File: config.mk
export PLATFORM = sky130hd
export DESIGN_NAME = risc_v_mike_load_store_unit
export DESIGN_NICKNAME = d
export VERILOG_FILES = /design/src/rtl/risc_v_mike_pkg.sv /design/src/rtl/risc_v_mike_lsu_align.sv /design/src/rtl/risc_v_mike_load_store_unit.sv
export SDC_FILE = /design/constraint.sdc
export NUM_CORES = 1
export LEC_CHECK = 0
export ABC_AREA = 1
export CAP_MARGIN = 20
export CORE_MARGIN = 5
export CORE_UTILIZATION = 50
export DETAILED_ROUTE_END_ITERATION = 7
export PLACE_DENSITY_LB_ADDON = 0.08
export SETUP_SLACK_MARGIN = 0.05
export SLEW_MARGIN = 20
export SYNTH_ARGS = -nofsm -noshare
export SYNTH_HDL_FRONTEND = slang
export SYNTH_HIERARCHICAL = 1
export SYNTH_SLANG_ARGS = --single-unit
File: constraint.sdc
create_clock -name clk -period 5 [get_ports clk]
set_input_delay 1 -clock clk [delete_from_list [all_inputs] [get_ports clk]]
set_output_delay 1 -clock clk [all_outputs]
set_load 0.03 [all_outputs]
File: src/rtl/risc_v_mike_pkg.sv
// Shared definitions for the risc_v_mike load/store unit.
// Contents:
//   RISC_V_MIKE_RST_FF - reset-flop macro. It opens an always_ff with an
//                        asynchronous, active-high reset.
//   t_lsu_state        - LSU FSM states.
//   t_lsu_funct3       - RV32I load funct3 encodings. Stores reuse the
//                        000/001/010 values through the F3_S* aliases.
//   t_lsu_err          - response error codes.
//   funct3_legal()     - reports whether a funct3 is legal for a load or a store.
`ifndef RISC_V_MIKE_RST_FF
`define RISC_V_MIKE_RST_FF(clk_sig, rst_sig) always_ff @(posedge clk_sig or posedge rst_sig)
`endif

package risc_v_mike_pkg;

  localparam int LSU_ERR_W    = 2;
  localparam int LSU_FUNCT3_W = 3;

  typedef enum logic [1:0] {
    ST_IDLE   = 2'd0,
    ST_ACCESS = 2'd1,
    ST_RESP   = 2'd2
  } t_lsu_state;

  typedef enum logic [LSU_FUNCT3_W-1:0] {
    F3_LB  = 3'b000,
    F3_LH  = 3'b001,
    F3_LW  = 3'b010,
    F3_LBU = 3'b100,
    F3_LHU = 3'b101
  } t_lsu_funct3;

  // The store encodings are the same as the signed load encodings.
  // They are therefore aliases and not separate enum members.
  localparam t_lsu_funct3 F3_SB = F3_LB;
  localparam t_lsu_funct3 F3_SH = F3_LH;
  localparam t_lsu_funct3 F3_SW = F3_LW;

  typedef enum logic [LSU_ERR_W-1:0] {
    ERR_OK       = 2'b00,
    ERR_MISALIGN = 2'b01,
    ERR_RANGE    = 2'b10,
    ERR_ILLEGAL  = 2'b11
  } t_lsu_err;

  // Stores accept only 000..010.
  // Loads reject 011, 110 and 111.
  function automatic logic funct3_legal(input logic write,
                                        input logic [LSU_FUNCT3_W-1:0] f3);
    if (write) return (f3 <= 3'b010);
    return !((f3 == 3'b011) || (f3[2:1] == 2'b11));
  endfunction

endpackage

File: src/rtl/risc_v_mike_lsu_align.sv
// Combinational lane steering for the load/store unit.
// Ports:
//   funct3     - latched RV32I funct3 of the access
//   addr_lo    - byte offset within the word (addr[1:0])
//   mem_word   - current contents of the addressed memory word
//   store_data - store operand; only the low byte or half is used for SB/SH
//   load_data  - addressed lane, sign- or zero-extended to 32 bits
//   store_word - full word to write back: mem_word with the addressed lane
//                replaced for SB/SH, or store_data for SW
module risc_v_mike_lsu_align
  import risc_v_mike_pkg::*;
(
  input  logic [LSU_FUNCT3_W-1:0] funct3,
  input  logic [1:0]              addr_lo,
  input  logic [31:0]             mem_word,
  input  logic [31:0]             store_data,
  output logic [31:0]             load_data,
  output logic [31:0]             store_word
);

  logic [7:0]  lane_b;
  logic [15:0] lane_h;

  always_comb begin
    case (addr_lo)
      2'd0:    lane_b = mem_word[7:0];
      2'd1:    lane_b = mem_word[15:8];
      2'd2:    lane_b = mem_word[23:16];
      default: lane_b = mem_word[31:24];
    endcase
    // Alignment has already been checked, so addr[1] alone selects the half.
    lane_h = addr_lo[1] ? mem_word[31:16] : mem_word[15:0];
  end

  always_comb begin
    case (funct3)
      F3_LB:   load_data = {{24{lane_b[7]}}, lane_b};
      F3_LH:   load_data = {{16{lane_h[15]}}, lane_h};
      F3_LBU:  load_data = {24'd0, lane_b};
      F3_LHU:  load_data = {16'd0, lane_h};
      default: load_data = mem_word;
    endcase
  end

  // Read-modify-write merge. The memory port writes full words only.
  always_comb begin
    store_word = mem_word;
    case (funct3)
      F3_SB: begin
        case (addr_lo)
          2'd0:    store_word[7:0]   = store_data[7:0];
          2'd1:    store_word[15:8]  = store_data[7:0];
          2'd2:    store_word[23:16] = store_data[7:0];
          default: store_word[31:24] = store_data[7:0];
        endcase
      end
      F3_SH: begin
        if (addr_lo[1]) store_word[31:16] = store_data[15:0];
        else            store_word[15:0]  = store_data[15:0];
      end
      default: store_word = store_data;
    endcase
  end

endmodule

File: src/rtl/risc_v_mike_load_store_unit.sv
// Load/store unit placed in front of a word-addressed, full-word-write data memory.
//
// Each request goes through three steps:
//   1. It is latched in IDLE.
//   2. In ACCESS it is checked and performed against memory (one cycle).
//   3. In RESP the response is held until writeback accepts it.
//
// Handshakes:
//   - Request:  a transfer happens on a rising clk edge where lsu_req_valid
//     and lsu_req_ready are both 1. The requester holds valid and the payload
//     until that edge.
//   - Response: lsu_resp_valid stays high, with rdata/err stable, until the
//     edge where lsu_resp_ready is 1.
//
// Ports:
//   clk, rst               - clock; asynchronous active-high reset
//   lsu_req_*              - request from execute (valid/ready, write, funct3, addr, wdata)
//   lsu_resp_*             - response to writeback (valid/ready, rdata, err)
//   data_mem_addr          - word index into data memory
//   data_mem_write         - full-word write strobe
//   data_mem_wr_data       - word to write
//   data_mem_rd_data       - combinational read of data_mem_addr
//   lsu_state              - current FSM state, for observation
module risc_v_mike_load_store_unit
  import risc_v_mike_pkg::*;
#(
  parameter int DATA_MEM_DEPTH = 16,
  parameter int MEM_ADDR_W     = 5
) (
  input  logic                    clk,
  input  logic                    rst,
  input  logic                    lsu_req_valid,
  output logic                    lsu_req_ready,
  input  logic                    lsu_req_write,
  input  logic [LSU_FUNCT3_W-1:0] lsu_req_funct3,
  input  logic [31:0]             lsu_req_addr,
  input  logic [31:0]             lsu_req_wdata,
  output logic                    lsu_resp_valid,
  input  logic                    lsu_resp_ready,
  output logic [31:0]             lsu_resp_rdata,
  output logic [LSU_ERR_W-1:0]    lsu_resp_err,
  output logic [MEM_ADDR_W-1:0]   data_mem_addr,
  output logic                    data_mem_write,
  output logic [31:0]             data_mem_wr_data,
  input  logic [31:0]             data_mem_rd_data,
  output t_lsu_state              lsu_state
);

  // Compared against the full 32-bit address.
  // High addresses therefore never alias onto low words.
  localparam logic [31:0] ADDR_LIMIT = 32'(DATA_MEM_DEPTH * 4);

  t_lsu_state              state;
  logic                    lat_write;
  logic [LSU_FUNCT3_W-1:0] lat_funct3;
  logic [31:0]             lat_addr;
  logic [31:0]             lat_wdata;
  logic                    resp_valid_q;
  logic [31:0]             resp_rdata_q;
  t_lsu_err                resp_err_q;

  t_lsu_err                access_err;
  logic [31:0]             load_data;
  logic [31:0]             store_word;
  logic                    mem_write;

  risc_v_mike_lsu_align u_align (
    .funct3     (lat_funct3),
    .addr_lo    (lat_addr[1:0]),
    .mem_word   (data_mem_rd_data),
    .store_data (lat_wdata),
    .load_data  (load_data),
    .store_word (store_word)
  );

  // Error priority: illegal funct3, then misaligned, then out of range.
  // funct3[1:0] gives the access size for both loads and stores.
  always_comb begin
    access_err = ERR_OK;
    if (!funct3_legal(lat_write, lat_funct3))
      access_err = ERR_ILLEGAL;
    else if (((lat_funct3[1:0] == 2'b01) && lat_addr[0]) ||
             ((lat_funct3[1:0] == 2'b10) && (lat_addr[1:0] != 2'b00)))
      access_err = ERR_MISALIGN;
    else if (lat_addr >= ADDR_LIMIT)
      access_err = ERR_RANGE;
  end

  // The write strobe is decoded from the state register.
  // It therefore drops as soon as rst asserts, so an aborted store never lands.
  assign mem_write        = (state == ST_ACCESS) && lat_write && (access_err == ERR_OK);
  assign data_mem_write   = mem_write;
  assign data_mem_wr_data = mem_write ? store_word : 32'd0;
  assign data_mem_addr    = lat_addr[MEM_ADDR_W+1:2];

  assign lsu_req_ready  = (state == ST_IDLE);
  assign lsu_resp_valid = resp_valid_q;
  assign lsu_resp_rdata = resp_rdata_q;
  assign lsu_resp_err   = resp_err_q;
  assign lsu_state      = state;

  `RISC_V_MIKE_RST_FF(clk, rst) begin
    if (rst) begin
      state        <= ST_IDLE;
      lat_write    <= 1'b0;
      lat_funct3   <= '0;
      lat_addr     <= 32'd0;
      lat_wdata    <= 32'd0;
      resp_valid_q <= 1'b0;
      resp_rdata_q <= 32'd0;
      resp_err_q   <= ERR_OK;
    end else begin
      case (state)
        ST_IDLE: begin
          if (lsu_req_valid) begin
            lat_write  <= lsu_req_write;
            lat_funct3 <= lsu_req_funct3;
            lat_addr   <= lsu_req_addr;
            lat_wdata  <= lsu_req_wdata;
            state      <= ST_ACCESS;
          end
        end
        ST_ACCESS: begin
          resp_err_q   <= access_err;
          resp_rdata_q <= (lat_write || (access_err != ERR_OK)) ? 32'd0 : load_data;
          resp_valid_q <= 1'b1;
          state        <= ST_RESP;
        end
        ST_RESP: begin
          if (lsu_resp_ready) begin
            resp_valid_q <= 1'b0;
            state        <= ST_IDLE;
          end
        end
        default: state <= ST_IDLE;
      endcase
    end
  end

endmodule

* Word level (Yosys, flattened, before mapping)
Index checks and enable logic that the tools add are counted.
Operators by class: $lt $le $gt $ge 2, eq/ne operators 13, muxes and demuxes 23, reductions and logical operators 19
Operators by type and width (number):
- $pmux W32 S4 | 1
- $mux W32 | 2
- $pmux W32 S2 | 1
- $mux W16 | 3
- $ge A32 B7 Y1 const B | 1
- $mux W8 | 4
- $pmux W8 S3 | 1
- $mux W2 | 5
- $eq A2 B2 Y1 const B | 4
- $eq A2 B1 Y1 const B | 3
- $eq A3 B3 Y1 const B | 2
- $logic_not A2 Y1 | 3
- $pmux W2 S3 | 1
- $reduce_and A2 Y1 | 3
- $reduce_bool A2 Y1 | 3
- $logic_and A1 B1 Y1 | 4
- $mux W1 | 4
- $ne A2 B2 Y1 const B | 2
- $eq A3 B1 Y1 const B | 1
- $eq A3 B2 Y1 const B | 1
- $le A3 B2 Y1 const B | 1
- $logic_not A3 Y1 | 1
- $logic_or A1 B1 Y1 | 3
- $reduce_or A3 Y1 | 1
- other kinds (2) | 2
Storage, ports and cells: bits in registers 105, output and inout bits 76, word-level logic and storage cells 65

* Longest topological paths before layout
depth after elaboration 8, depth in mapped cells 12

* By module
The synthesis kept the hierarchy.
Modules (own cells, without submodules):
- risc_v_mike_load_store_unit | instances 1, cells an instance 621, area an instance 5074.9 um^2, seq. area each 2627.5 um^2
- risc_v_mike_lsu_align | instances 1, cells an instance 432, area an instance 1993.2 um^2, seq. area each 0.0 um^2

* Least setup slack after synthesis
OpenSTA, ideal clock, no wires.
kind register -> output, from reg lat_funct3[1], to out data_mem_wr_data[1], arrival time 1722 ps, slack 2278 ps, cell stages (with the launch flop) 11, buffers on the path 2, cell sequence dfrtp_1 > buf_4 > inv_2 > nand2_1 > nor2_4 > nor2_2 > buf_2 > nand2_1 > nand3_1 > inv_1 > nor2_1
RTL lines:
- from (decl) | RTL line risc_v_mike_load_store_unit.sv:55 | logic [LSU_FUNCT3_W-1:0] lat_funct3;
- $eq A3 B1 Y1 or $logic_not A3 Y1 (tied branches) | RTL line risc_v_mike_lsu_align.sv:48 | case (funct3)
- $pmux W32 S2 * | RTL line risc_v_mike_lsu_align.sv:48
- named net store_word[1] | RTL line risc_v_mike_load_store_unit.sv:64 | logic [31:0] store_word;
- $mux W32 * | RTL line risc_v_mike_load_store_unit.sv:93 | assign data_mem_wr_data = mem_write ? store_word : 32'd0;
- to (decl) | RTL line risc_v_mike_load_store_unit.sv:44 | output logic [31:0] data_mem_wr_data,
Mark *: on every way through the listed nets, which the timed path passes. The rest lies on a longest branch. The select of a mux whose other input is x is not followed.

* Final worst setup path
from reg lat_addr[1], to out data_mem_wr_data[21]
RTL lines:
- from (decl) | RTL line risc_v_mike_load_store_unit.sv:56 | logic [31:0] lat_addr;
- $eq A2 B2 Y1 | RTL line risc_v_mike_lsu_align.sv:50 | case (addr_lo)
- $mux W8 | RTL line risc_v_mike_lsu_align.sv:50
- $pmux W32 S2 * | RTL line risc_v_mike_lsu_align.sv:48
- named net store_word[21] | RTL line risc_v_mike_load_store_unit.sv:64
- $mux W32 * | RTL line risc_v_mike_load_store_unit.sv:93
Mark *: on every way through the listed nets, which the timed path passes. The rest lies on a longest branch.

==> summary.md <==
| Metric | Value |
|---|---|
| Min-Delay Endpoint | lsu_resp_rdata[24]$_DFFE_PP0P_ |
| Clk_lat worst skew | 0.35 ns |
| Final Util | 65.3% |
| Power Dens Cells | 521 mW/mm² |
| Leak pwr | 4.59 nW |
| # nets final | 1,290 |
| First-pass DRT Iterations | 6 |
| Diodes inserted | 0 |
| Final hold slack | 0.477 ns |
| Slowest stage delay, CP | 0.96 ns |
| CTS tree | built |
| I/O Buffers | 179 |
| CTS Hold Bufs | 0 |
| Commonest non-fill, non-tap cells in the layout | 416 x nand2_1, 179 x clkdlybuf4s50_1, 131 x inv_1 |
| Critical-path cell list | nand2_1, nand2_1, o211ai_1, nand3_1, inv_1, nor2_4, clkdlybuf4s50_1 |
| Vias in the first global route | 6,434 |
| Vias | 6,988 |
| Grt total ovfl | 0 |
| Final Hold Viols | 0 |
| HP Start | lsu_resp_rdata[24]$_DFFE_PP0P_ |
| Maximum fanout along the worst path | 28 |
| Max Slew Vio Count | 0 |
| Placer Congestion | 0.928 |
| Seq/Total Area, Yosys | 37.2% |
| Layout cell share with drive strength beyond 1 | 7.73% |
| Worst vdd ir | 335 µV |
| Crit start category | register |
| Status | finished, final reports clean |
| Setup Viol. Count Final | 0 |
| DP HPWL | 14,700 µm |
| All-Layer GR Usage | 25.3% |
| Synth unique cells | 31 |
| Die footprint | 0.0166 mm² |
| Global-route wire length before repair | 33,400 µm |
| Worst Hold Path Cells | 2 |
| Via density | 5.10 |
| Clk_skew | 0.00987 ns |
| Final WL | 20,800 µm |
| Initial antenna violation count | 0 |
| Layout area overhead | 28.2% |
| Hold crit path type | register to register |
| H-tree depth | 3 |
| Period utilisation layout | 82.7% |
| Largest net degree at the start of global routing | 78 |
| Post-synthesis cell area | 0.00707 mm² |
| Achievable Freq | 242 MHz |
| Slew headroom | 32.8% |
| Clk pin slew, worst setup/hold paths | 0.07 ns |
| FP Rows | 43 |
| CTS root buffer | clkbuf_16 |
| TNS Setup | 0 ns |
| PostCTS Resize Cnt | 0 |
| Worst reg2reg path endpoint | lsu_resp_rdata[15]$_DFFE_PP0P_ |
| Worst EP arrival | 3.14 ns |
| Die height | 129 µm |
| CP max stage cell | dfrtp_1 |
| Mean post-synth cell area | 6.71 µm² |
| Initial DRC count | 697 |
| RSZ-0062 raised after global routing | false |
| Most common cell after layout, fill and taps aside | nand2_1 |
| Post-synthesis register bit count | 105 |
| Crit end category | primary output |
| Boundary Pins | 180 |
| DRC viols | 0 |
| Synth Warn # | 6 |
| Syn_nets | 1,157 |
| Maximum buffer depth of the clock tree | 2 |
| Most frequent CP cell | nand2_1 |
| Chip width | 129 µm |
| Num CTS Buffers | 9 |
| Number of cell instances on the worst register-to-register path | 11 |
| Setup Crit Path Kind | register to primary output |
| Core area | 0.0139 mm² |
| Initial Util | 50.9% |
| Routed len/inst | 15.2 µm |
| Min Tclk post-route | 4.14 ns |
| Max-capacitance violation count | 0 |
| CP required | 4.00 ns |
| FF-to-FF Start | lat_addr[1]$_DFFE_PP0P_ |
| CTS sink count | 105 |
| Post-CTS Setup Bufs | 0 |
| Antenna-violating nets left | 0 |
| Post-Syn Instances | 1,053 |
| R2R setup slack | 2.08 ns |
| Worst-Margin Slew | 1.01 ns |
[cells by family (layout without fill, tap and decap cells)]
family                 count (synthesis)  after routing  share of synthesized area [%]
AND/OR/NAND/NOR                      647            647                           41.4
AO/OA/AOI/OAI                         91             91                           8.02
flip-flops                           105            105                           37.2
buffers and inverters                210            347                           13.4
[final cells by class]
cell class,count,area (µm²)
Tap cell,180,225
Clock inverter,5,51.3
Inverter,144,544
Timing Repair Buffer,188,1880
Fill cell,1285,4820
Multi-Input combinational cell,738,3490
Sequential cell,105,2630
Clock buffer,10,239
[flip-flops by register name, indices dropped and copies added (netlist names)]
register,count
lat_write,1
lat_addr,32
lat_funct3,3
lsu_state,2
lsu_resp_valid,1
lsu_resp_err,2
lat_wdata,32
lsu_resp_rdata,32
[synth_stat cells]
cell type	instances	area, µm²
nor3_4	1	16.3
nand2_4	2	22.5
o21ai_0	30	150
buf_4	9	67.6
nand2_8	1	20.0
nor2_1	59	221
nor2_8	1	20.0
o21a_1	2	15.0
o211ai_1	32	240
nand2_2	3	18.8
nand3_2	2	20.0
o21ai_1	4	20.0
nor2_4	32	360
a22oi_1	6	45.0
nor2_2	3	18.8
a22oi_2	1	12.5
buf_6	4	45.0
dfrtp_1	105	2630
buf_2	35	175
buf_12	3	60.1
nand2_1	416	1560
nand3_1	118	591
or2_2	8	50.1
inv_1	133	499
clkbuf_1	14	52.6
inv_2	10	37.5
a21oi_1	15	75.1
clkinv_2	1	5.00
clkbuf_2	1	5.00
nand4_1	1	6.26
o21ai_2	1	8.76
[metrics by stage]
stage	cell area, µm²	total power [W]	setup slack (ns)	instances
finish	9060	0.00472	0.863	1370
CTS	9030	0.00472	0.876	1369
detailed placement	8740	0.00399	1.17	1354
floorplan	7070	0.00343	1.24	1053
global placement	8740	0.00397	1.15	1354
global route	9060	0.00514	0.565	1370
[worst max-delay path, delay by kind of cell, from the launching register on]
family,cells,cell delay (ns)
AO/OA/AOI/OAI,1,0.10
AND/OR/NAND/NOR,4,0.94
buffers and inverters,2,0.78
flip-flops,1,0.96
[worst max path at each step]
stage | startpoint | end
final | lat_addr[1]$_DFFE_PP0P_ | data_mem_wr_data[21]
after global routing | lat_addr[1]$_DFFE_PP0P_ | data_mem_wr_data[16]
after CTS | lat_addr[1]$_DFFE_PP0P_ | data_mem_wr_data[16]
after detailed placement | data_mem_rd_data[30] | data_mem_wr_data[30]
after global placement | data_mem_rd_data[27] | data_mem_wr_data[27]
after floorplan | rst | lat_addr[0]$_DFFE_PP0P_
[report_power, final]
part / internal [W] / total, W / switching [W]
Clock: 0.000358 / 0.000700 / 0.000342
Sequential: 0.00113 / 0.00142 / 0.000285
Combinational: 0.000833 / 0.00261 / 0.00177
Total: 0.00232 / 0.00472 / 0.00240
[routing by layer]
metal / routed length (µm) / up-vias / GRT usage [%] / share of wire, %
li1: - / 3508 / - / -
met1: 8940 / 3175 / 35.3 / 43
met2: 9510 / 274 / 39.1 / 46
met3: 1900 / 31 / 6.23 / 9.1
met4: 496 / 0 / 7.66 / 2.4
met5: 0 / - / 0 / 0
(Power assumes the default switching activity.)
